===== config.mk =====
export PLATFORM = sky130hd
export DESIGN_NAME = pi_spi_bridge
export DESIGN_NICKNAME = d
export VERILOG_FILES = /design/src/rtl/pi_spi_bridge.sv
export SDC_FILE = /design/constraint.sdc
export NUM_CORES = 1
export LEC_CHECK = 0
export ABC_AREA = 1
export CAP_MARGIN = 30
export CORE_MARGIN = 2
export CORE_UTILIZATION = 25
export DETAILED_ROUTE_END_ITERATION = 10
export PLACE_DENSITY = 0.44
export SYNTH_ARGS = -nofsm -noshare
export SYNTH_HDL_FRONTEND = slang
export SYNTH_SLANG_ARGS = --single-unit
export TNS_END_PERCENT = 30

===== constraint.sdc =====
create_clock -name clk16 -period 1.43 [get_ports clk16]
set_input_delay 0.286 -clock clk16 [delete_from_list [all_inputs] [get_ports clk16]]
set_output_delay 0.286 -clock clk16 [all_outputs]
set_load 0.005 [all_outputs]

===== src/rtl/pi_spi_bridge.sv =====
`timescale 1ns/1ps
// -----------------------------------------------------------------------------
// pi_spi_bridge
// Turns SPI mode-0 command frames from the Raspberry Pi into single-byte bus
// requests for `main`, using a 4-phase pending/done handshake.
//
// Ports
//   clk16        16 MHz master clock (rising edge)
//   reset_b      asynchronous active-low reset
//   spi_sclk     SPI clock (mode 0), asynchronous
//   spi_cs_b     SPI chip select, active low, asynchronous
//   spi_mosi     SPI data in, asynchronous
//   spi_miso     SPI data out, changes on SCLK fall
//   pi_addr      bus request address
//   pi_rw_b      1 = read, 0 = write (idles at 1)
//   pi_data_out  write data
//   pi_data_in   read data returned by main
//   pi_pending   request valid
//   pi_done      request complete (clk16 domain)
//   spi_busy     a bus request is in flight
//   overrun      sticky: a request was dropped; clears on chip-select fall
// -----------------------------------------------------------------------------
module pi_spi_bridge (
    input  logic        clk16,
    input  logic        reset_b,
    input  logic        spi_sclk,
    input  logic        spi_cs_b,
    input  logic        spi_mosi,
    output logic        spi_miso,
    output logic [15:0] pi_addr,
    output logic        pi_rw_b,
    output logic [7:0]  pi_data_out,
    input  logic [7:0]  pi_data_in,
    output logic        pi_pending,
    input  logic        pi_done,
    output logic        spi_busy,
    output logic        overrun
);

    typedef enum logic [2:0] {
        F_CMD     = 3'd0,
        F_ADDR_HI = 3'd1,
        F_ADDR_LO = 3'd2,
        F_DATA    = 3'd3,
        F_IGNORE  = 3'd4
    } frame_state_t;

    typedef enum logic [1:0] {
        B_IDLE    = 2'd0,
        B_PEND    = 2'd1,
        B_RELEASE = 2'd2
    } bus_state_t;

    // Synchroniser stages: bit 0 is the metastability flop, bit 1 is stable.
    logic [1:0]   r_sclk_sync;
    logic [1:0]   r_cs_sync;
    logic [1:0]   r_mosi_sync;
    logic         r_sclk_prev;
    logic         r_cs_prev;

    logic         w_sclk_rise;
    logic         w_sclk_fall;
    logic         w_cs_b;
    logic         w_cs_fall;
    logic         w_mosi;
    logic         w_byte_done;
    logic [7:0]   w_byte;

    logic [2:0]   r_bit_cnt;
    logic [7:0]   r_rx;
    logic [7:0]   r_tx;

    frame_state_t r_fstate;
    frame_state_t w_fstate_next;
    logic [1:0]   r_cmd;
    logic         w_ld_cmd;
    logic         w_ld_hi;
    logic         w_ld_lo;
    logic         w_ld_data;
    logic         w_req;
    logic         w_req_rw;

    logic         r_req;
    logic         r_req_rw;
    logic [7:0]   r_wdata;
    logic [15:0]  r_addr;

    bus_state_t   r_bstate;
    bus_state_t   w_bstate_next;
    logic         w_accept;
    logic         w_complete;
    logic         w_release;
    logic         w_drop;

    logic [15:0]  r_pi_addr;
    logic         r_pi_rw_b;
    logic [7:0]   r_pi_data_out;
    logic         r_pi_pending;
    logic [7:0]   r_rd_data;
    logic         r_busy;
    logic         r_overrun;

    assign w_cs_b      = r_cs_sync[1];
    assign w_mosi      = r_mosi_sync[1];
    assign w_sclk_rise = r_sclk_sync[1] & ~r_sclk_prev;
    assign w_sclk_fall = ~r_sclk_sync[1] & r_sclk_prev;
    assign w_cs_fall   = ~w_cs_b & r_cs_prev;
    // A byte completes on the 8th rise; a simultaneous chip-select rise wins.
    assign w_byte_done = w_sclk_rise & ~w_cs_b & (r_bit_cnt == 3'd7);
    assign w_byte      = {r_rx[6:0], w_mosi};

    // Two-flop synchronisers and edge-detect history for the SPI pins.
    always_ff @(posedge clk16 or negedge reset_b) begin
        if (!reset_b) begin
            r_sclk_sync <= 2'b00;
            r_cs_sync   <= 2'b11;
            r_mosi_sync <= 2'b00;
            r_sclk_prev <= 1'b0;
            r_cs_prev   <= 1'b1;
        end else begin
            r_sclk_sync <= {r_sclk_sync[0], spi_sclk};
            r_cs_sync   <= {r_cs_sync[0], spi_cs_b};
            r_mosi_sync <= {r_mosi_sync[0], spi_mosi};
            r_sclk_prev <= r_sclk_sync[1];
            r_cs_prev   <= r_cs_sync[1];
        end
    end

    // SPI shift registers and bit counter.
    always_ff @(posedge clk16 or negedge reset_b) begin
        if (!reset_b) begin
            r_bit_cnt <= 3'd0;
            r_rx      <= 8'h00;
            r_tx      <= 8'h00;
        end else begin
            if (w_cs_b) begin
                r_bit_cnt <= 3'd0;
                r_rx      <= 8'h00;
            end else if (w_sclk_rise) begin
                r_bit_cnt <= r_bit_cnt + 3'd1;
                r_rx      <= w_byte;
            end

            // The fall that follows the 8th rise must not shift: the freshly
            // loaded MSB is already on MISO for the next byte.
            if (w_cs_fall || w_byte_done) begin
                r_tx <= r_rd_data;
            end else if (w_sclk_fall && !w_cs_b && (r_bit_cnt != 3'd0)) begin
                r_tx <= {r_tx[6:0], 1'b0};
            end
        end
    end

    assign spi_miso = r_tx[7];

    // Frame FSM state register.
    always_ff @(posedge clk16 or negedge reset_b) begin
        if (!reset_b) begin
            r_fstate <= F_CMD;
        end else begin
            r_fstate <= w_fstate_next;
        end
    end

    // Frame FSM next-state and per-byte load/request decode.
    always_comb begin
        w_fstate_next = r_fstate;
        w_ld_cmd      = 1'b0;
        w_ld_hi       = 1'b0;
        w_ld_lo       = 1'b0;
        w_ld_data     = 1'b0;
        w_req         = 1'b0;
        w_req_rw      = 1'b1;
        if (w_cs_b) begin
            w_fstate_next = F_CMD;
        end else if (w_byte_done) begin
            case (r_fstate)
                F_CMD: begin
                    w_ld_cmd = 1'b1;
                    case (w_byte[7:6])
                        2'b00:   w_fstate_next = F_ADDR_HI;
                        2'b01:   w_fstate_next = F_ADDR_HI;
                        2'b10:   w_fstate_next = F_DATA;
                        2'b11: begin
                            w_req         = 1'b1;
                            w_req_rw      = 1'b1;
                            w_fstate_next = F_IGNORE;
                        end
                        default: w_fstate_next = F_CMD;
                    endcase
                end
                F_ADDR_HI: begin
                    w_ld_hi       = 1'b1;
                    w_fstate_next = F_ADDR_LO;
                end
                F_ADDR_LO: begin
                    w_ld_lo = 1'b1;
                    if (r_cmd == 2'b01) begin
                        w_req         = 1'b1;
                        w_req_rw      = 1'b1;
                        w_fstate_next = F_IGNORE;
                    end else begin
                        w_fstate_next = F_DATA;
                    end
                end
                F_DATA: begin
                    w_ld_data     = 1'b1;
                    w_req         = 1'b1;
                    w_req_rw      = 1'b0;
                    w_fstate_next = F_IGNORE;
                end
                F_IGNORE: w_fstate_next = F_IGNORE;
                default:  w_fstate_next = F_CMD;
            endcase
        end else begin
            w_fstate_next = r_fstate;
        end
    end

    // Command, write data, request strobe and the auto-incrementing address.
    always_ff @(posedge clk16 or negedge reset_b) begin
        if (!reset_b) begin
            r_cmd    <= 2'b00;
            r_wdata  <= 8'h00;
            r_req    <= 1'b0;
            r_req_rw <= 1'b1;
            r_addr   <= 16'h0000;
        end else begin
            r_req <= w_req;
            if (w_req) begin
                r_req_rw <= w_req_rw;
            end
            if (w_ld_cmd) begin
                r_cmd <= w_byte[7:6];
            end
            if (w_ld_data) begin
                r_wdata <= w_byte;
            end
            // A frame load takes priority over a completion increment.
            if (w_ld_hi) begin
                r_addr <= {w_byte, r_addr[7:0]};
            end else if (w_ld_lo) begin
                r_addr <= {r_addr[15:8], w_byte};
            end else if (w_complete) begin
                r_addr <= r_addr + 16'd1;
            end
        end
    end

    // Bus FSM state register.
    always_ff @(posedge clk16 or negedge reset_b) begin
        if (!reset_b) begin
            r_bstate <= B_IDLE;
        end else begin
            r_bstate <= w_bstate_next;
        end
    end

    // Bus FSM next-state and handshake event decode.
    always_comb begin
        w_bstate_next = r_bstate;
        w_accept      = 1'b0;
        w_complete    = 1'b0;
        w_release     = 1'b0;
        case (r_bstate)
            B_IDLE: begin
                if (r_req) begin
                    w_accept      = 1'b1;
                    w_bstate_next = B_PEND;
                end else begin
                    w_bstate_next = B_IDLE;
                end
            end
            B_PEND: begin
                if (pi_done) begin
                    w_complete    = 1'b1;
                    w_bstate_next = B_RELEASE;
                end else begin
                    w_bstate_next = B_PEND;
                end
            end
            B_RELEASE: begin
                if (!pi_done) begin
                    w_release     = 1'b1;
                    w_bstate_next = B_IDLE;
                end else begin
                    w_bstate_next = B_RELEASE;
                end
            end
            default: w_bstate_next = B_IDLE;
        endcase
    end

    assign w_drop = r_req & (r_bstate != B_IDLE);

    // Bus-side output registers, read data capture and overrun flag.
    always_ff @(posedge clk16 or negedge reset_b) begin
        if (!reset_b) begin
            r_pi_addr     <= 16'h0000;
            r_pi_rw_b     <= 1'b1;
            r_pi_data_out <= 8'h00;
            r_pi_pending  <= 1'b0;
            r_rd_data     <= 8'h00;
            r_busy        <= 1'b0;
            r_overrun     <= 1'b0;
        end else begin
            if (w_accept) begin
                r_pi_addr     <= r_addr;
                r_pi_rw_b     <= r_req_rw;
                r_pi_data_out <= r_wdata;
                r_pi_pending  <= 1'b1;
            end
            if (w_complete) begin
                r_pi_pending <= 1'b0;
                if (r_pi_rw_b) begin
                    r_rd_data <= pi_data_in;
                end
            end
            if (w_release) begin
                r_pi_rw_b <= 1'b1;
            end
            r_busy <= (w_bstate_next != B_IDLE);
            if (w_drop) begin
                r_overrun <= 1'b1;
            end else if (w_cs_fall) begin
                r_overrun <= 1'b0;
            end
        end
    end

    assign pi_addr     = r_pi_addr;
    assign pi_rw_b     = r_pi_rw_b;
    assign pi_data_out = r_pi_data_out;
    assign pi_pending  = r_pi_pending;
    assign spi_busy    = r_busy;
    assign overrun     = r_overrun;

endmodule


# Yosys cells after proc, flatten, opt, wreduce, memory -nomap -nowiden
# Cells that the tools add are included.
dict set report word_totals {
  input_bits 14
  ff_bits 95
  word_cells 120
  output_inout_bits 29
}
dict set report classes {
  muxes 50
  reduce_logical 23
  n_addsub 2
  n_eq_ne 12
  n_bitwise 10
}
# operator n
set op_table {}
lappend op_table {{16-bit two-way mux} 3}
lappend op_table {{1-bit two-way mux} 32}
lappend op_table {{2-bit nonzero test} 10}
lappend op_table {{16-bit by 1-bit adder with 16-bit output, second input constant} 1}
lappend op_table {{8-bit two-way mux} 2}
lappend op_table {{3-bit two-way mux} 5}
lappend op_table {{7-bit two-way mux} 2}
lappend op_table {{3-bit one-hot mux with 4 select lines} 1}
lappend op_table {{3-bit one-hot mux with 3 select lines} 1}
lappend op_table {{1-bit AND} 6}
lappend op_table {{2-bit by 1-bit == test with 1-bit output, second input constant} 3}
lappend op_table {{2-bit == test, second input constant} 3}
lappend op_table {{3-bit by 2-bit == test with 1-bit output, second input constant} 2}
lappend op_table {{3-bit == test, second input constant} 2}
lappend op_table {{2-bit one-hot mux with 3 select lines} 1}
lappend op_table {{2-bit AND reduction} 3}
lappend op_table {{2-bit logical NOT} 2}
lappend op_table {{2-bit two-way mux} 2}
lappend op_table {{1-bit inverter} 4}
lappend op_table {{2-bit OR reduction} 2}
lappend op_table {{3-bit by 1-bit adder with 3-bit output, second input constant} 1}
lappend op_table {{3-bit by 1-bit == test with 1-bit output, second input constant} 1}
lappend op_table {{3-bit logical NOT} 1}
lappend op_table {{1-bit one-hot mux with 3 select lines} 1}
lappend op_table {{other kinds (5)} 6}

# Longest topological paths before layout
dict set report depth {
  ltp_word 8
  depth_mapped 10
  mapped_depth_nobuf 10
}

# Worst setup path before layout
# OpenSTA, ideal clock, no wires.
dict set report synth_timing {
  kind {register -> register}
  from {register r_bit_cnt[0]}
  to {register r_addr[13]}
  slack_ns -0.124
  arrival_time_ns 1.489
  setup_ns 0.065
  stages_incl_launch_ff 10
  t_required_ns 1.365
  path_buffers 0
  period_less_slack_ns 1.554
  cell_sequence {dfrtp_1 > ha_1 > ha_1 > inv_1 > nor2_8 > nand2_4 > nand2_2 > nor2_4 > nand3_1 > nand2_1}
}
dict set report synth_via {
  elab_chain_len 6
  elab_cells_between_ends 10
  cone_classes {2 x eq/ne; 5 x mux; 1 x bitwise; 2 x reduce/logical}
}
# item line_no
set synth_lines {}
lappend synth_lines {{start: declaration} 69} ;# logic [2:0] r_bit_cnt;
lappend synth_lines {{start signal: assignment} 140} ;# r_bit_cnt <= r_bit_cnt + 3'd1;
lappend synth_lines {{3-bit == test *} 109} ;# assign w_byte_done = w_sclk_rise & ~w_cs_b & (r_bit_cnt == 3'd7);
lappend synth_lines {{1-bit AND *} 109}
lappend synth_lines {{1-bit two-way mux} 176} ;# end else if (w_byte_done) begin
lappend synth_lines {{1-bit two-way mux} 174} ;# if (w_cs_b) begin
lappend synth_lines {{2-bit inequality test (no line) / 2-bit nonzero test (equally long branches)} n/a}
lappend synth_lines {{2-bit AND reduction (no line)} n/a}
lappend synth_lines {{end signal: assignment} 241} ;# r_addr <= {w_byte, r_addr[7:0]};
lappend synth_lines {{end signal: assignment} 243} ;# r_addr <= {r_addr[15:8], w_byte};
lappend synth_lines {{end signal: assignment} 245} ;# r_addr <= r_addr + 16'd1;
lappend synth_lines {{end: declaration} 86} ;# logic [15:0] r_addr;
# Mark *: on every way between the ends. The rest lies on a longest branch, timed or not.
# A chain may end at the register's enable or synchronous reset.

# Final worst setup path
dict set report layout_timing {
  from {register r_bit_cnt[0]}
  to {register r_wdata[1]}
}
dict set report layout_via {
  elab_chain_len 4
}
# item line_no
set layout_lines {}
lappend layout_lines {{3-bit == test} 109}
lappend layout_lines {{1-bit AND} 109}
lappend layout_lines {{1-bit two-way mux} 176}
lappend layout_lines {{1-bit two-way mux} 174}
lappend layout_lines {{end signal: assignment} 237} ;# r_wdata <= w_byte;
lappend layout_lines {{end: declaration} 85} ;# logic [7:0] r_wdata;
# No other way between the ends.

==> results.md <==
- Outcome: complete, but fails checks
- Failing checks: negative setup slack
- Synth warn: 0
- Drt first pass iters: 4
- Synth Register Bits: 95
- Clk Latency, worst-skew pair: between 0.3 and 0.4 ns
- Total Nets Final: 584
- Vias in the first global route: around 3.5k
- Worst R2R Setup Slack: -0.09 ns
- Area Growth Syn to Fin: 32.46%
- Clock Tree Buf Depth: 2
- Post-route ant nets: 0
- RSZ-0062 raised after global routing: true
- Ys async rst share: between 90% and 100%
- Gr usage total: 12.31%
- Clk pwr share: about two fifths
- Vias per Instance: approximately 4.4
- Post-synthesis cell type count: 33
- Reg2reg path depth: 8
- Most frequent cells after synthesis: 143 x nand2_1, 90 x dfrtp_1, 58 x nand3_1, 47 x inv_1, 36 x o21ai_0
- Worst Hold Class: reg2reg
- Crit Path Category: reg2reg
- Top post-synthesis cells by area: dfrtp_1 52%, nand2_1 12%, nand3_1 6.7%
- 1st-iter DRT viols: 301
- Net Switching: 0.001261 W
- Top fanout value on the critical path: 17
- Synth top area share: between 50% and 60%
- Setup violations, final: 32
- Total CTS buffers: 9
- Final WS setup: -0.09474 ns
- Layout cells sized above 1: about a fifth
- Boundary pin count: 43
- Post-synth EDFFs: 0
- Worst clock skew: 0.007056 ns
- Worst Tran Pin Value: between 0.3 and 0.4 ns
- DR WL/cell: between 10 and 15 microns
- Num rows: 48
- Crit. End Element: register
- Synth area leader: dfrtp_1
- Worst path depth: 8
- Tmin final: around 1.5 ns
- Most frequent cell after synthesis: nand2_1
- Gpl congestion: 0.8087
- Hold slack final: about 0.35 ns
- CP arrival: 1.76 ns
- Design area: between 5000 and 6000 sq um
- Grt ovf: 0
- P_int: 0.004226 W
- Power share of the combinational group: about 7.1%
- Seq pwr share: between 50% and 60%
- H-tree level count: 3
- Placed cells: 776
- Final Slew Violations: 0
- DRT Wirelength: about 10000 microns
- Post-Syn Area: ~4300 sq um
- CP Data Required Time: 1.66 ns
- Sequential element share of the synthesized area: roughly 55%
- Largest net degree at the start of global routing: a little over 40
- Crit path buffers/inverters: 2
- CP delay by family, top: flip-flops
- MaxCap Viol Count: 0
- Remaining DRCs: 0
- Post-synth top flop: dfrtp_1
- TNS Setup: -2.101 ns
- Critical path cell sequence: ha_4 -> ha_4 -> buf_12 -> nand2_8 -> or2_4 -> buf_12 -> nand2_2 -> o21ai_2
- CTS sink cnt: between 90 and 100
- Syn nets: 500
- ANT cells: 0
- Peak VDD IR: ~530 uV
- Initial Utilization: 25.29%
- Post-Syn Instances: between 400 and 500
- Setup crit end: r_wdata[1]
- Crit path launch: r_bit_cnt[0]
- Vias: roughly 3.5k
- Fin cells: 796
- Slowest-stage cell, CP: dfrtp_1
- Max-slew headroom: roughly three quarters
- Die area: 18380 sq um
- Power Dens Cells: 956.8 nW/um^2
- DP HPWL: 7656 microns
- Max Freq: around 0.66 GHz
- Final hold vios: 0
- Worst r2r dst: r_wdata[1]
- Crit-path max cell delay: 0.39 ns
- IO Port Bufs: 42
- CTS root buf: clkbuf_16
- Hold Crit Start: r_sclk_sync[0]
- Reg clk slew, reported paths: about 0.060 ns
- Initial antenna violation count: 0
- TritonCTS clock tree: yes
- Reg2reg start: r_bit_cnt[0]
- Final Cycle Share: 106.6%
- Static Leak: 2.831 nW
- Syn Area/Cell: ~9.0 sq um
- Placed Area: 5329 sq um
- First-pass GRT wire length: approximately 18000 microns
- Die height: 135.6 microns
- CORE AREA: around 17000 sq um
- Net Sw Frac: 22.97%
- Die width: 135.6 microns
- Critical Path Start Type: register
-- logic make-up (layout without fill, tap and decap cells) --
family	after synthesis	in the layout	synth area share [%]
AO/OA/AOI/OAI	62	62	8.439
XOR/XNOR	3	3	0.6070
adder cells (fa/ha/maj)	4	4	1.156
buffers and inverters	62	151	6.069
flip-flops	95	95	55.06
multiplexers	9	9	2.341
AND/OR/NAND/NOR	247	247	26.33
-- cells in the final DEF (no fill, tap or decap), types with 3 or more instances in the layout --
cell / count
o21ai_1: 6
o21ai_2: 8
nor2_1: 16
nand3b_1: 4
o22ai_1: 7
buf_4: 34
clkbuf_1: 4
buf_12: 6
inv_1: 43
nor3_1: 3
nand2_1: 134
nand2_2: 11
clkbuf_16: 9
inv_2: 5
o21ai_0: 31
nand4_1: 7
nand2_8: 3
dfstp_2: 5
nand3_2: 5
a21oi_1: 6
dlygate4sd2_1: 29
xor2_1: 3
mux2_2: 9
clkdlybuf4s50_1: 12
nand3_1: 53
dfrtp_1: 88
-- metrics by stage --
stage	setup WS [ns]	total power [W]	util (%)
after floorplan	0.007715	0.003075	-
after global placement	-0.2775	0.003287	31.13
after detailed placement	-0.3283	0.003297	31.13
after CTS	-0.09594	0.005588	32.92
after global routing	-0.1825	0.005789	33.50
final	-0.09474	0.005487	33.50
-- worst min path at each step --
stage | end | slack, ns | depth (start not counted)
2_1_floorplan | overrun | -0.01 | 0
3_3_place_gp | r_wdata[3] | 0.21 | 1
3_5_place_dp | r_wdata[3] | 0.22 | 1
4_1_cts | r_cs_sync[0] | 0.34 | 1
5_1_grt | r_cs_sync[0] | 0.34 | 1
6_report | r_sclk_sync[1] | 0.35 | 0
-- flip-flops by register name, summed over array words and instances, names as in the netlist, 2 cells and up --
signal / cells
r_mosi_sync: 2
r_fstate: 3
r_bstate: 2
r_sclk_sync: 2
pi_addr: 16
r_cs_sync: 2
r_cmd: 2
r_addr: 16
r_wdata: 8
pi_data_out: 8
r_rx: 7
r_rd_data: 8
r_tx: 8
r_bit_cnt: 3
-- routing by layer --
| layer | vias to the layer above | global-route usage, % | routed length, microns |
|---|---|---|---|
| met5 | - | 0 | 0 |
| met4 | 0 | 6.019 | 217 |
| met3 | 16 | 2.656 | 350 |
| met2 | 61 | 19.02 | 4957 |
| met1 | 1697 | 16.35 | 4972 |
| li1 | 1746 | - | - |
-- cell type report --
type / count / area [sq um]
clock buffers: 15 / 267.8
repair inverters: 1 / 7.507
fillers: 1803 / 11380
repair buffers: 84 / 782.0
multi-input cells: 325 / 1810
well taps: 225 / 281.5
clock inverters: 1 / 5.005
flip-flops and latches: 95 / 2386
inverters: 50 / 193.9
-- worst reg2reg max path, cell delays in order, from the launching register on --
cell     delay (ns)
dfrtp_1        0.39
ha_4           0.16
ha_4           0.16
buf_12         0.11
nand2_8        0.07
or2_4          0.25
buf_12         0.16
nand2_2        0.08
o21ai_2        0.04
-- power groups by stage --
stage / Combinational, W / Clock [W] / Sequential, W
2_1_floorplan: 0.000185 / 0 / 0.00289
3_3_place_gp: 0.000377 / 0 / 0.00291
3_5_place_dp: 0.000385 / 0 / 0.00291
4_1_cts: 0.000387 / 0.00234 / 0.00286
5_1_grt: 0.000449 / 0.00246 / 0.00288
6_report: 0.000391 / 0.00223 / 0.00287
-- what timing repair did --
item | in CTS | in global routing
buffers inserted | 1 | 1
gates resized for setup | 41 | 26
endpoints found under the setup margin | 62 | 46
hold endpoints to repair | 18 | 0
pin swaps | 1 | 2
cloned | 0 | 1
hold buffers | 1 | 0
Power figures use the tool's default switching activity.
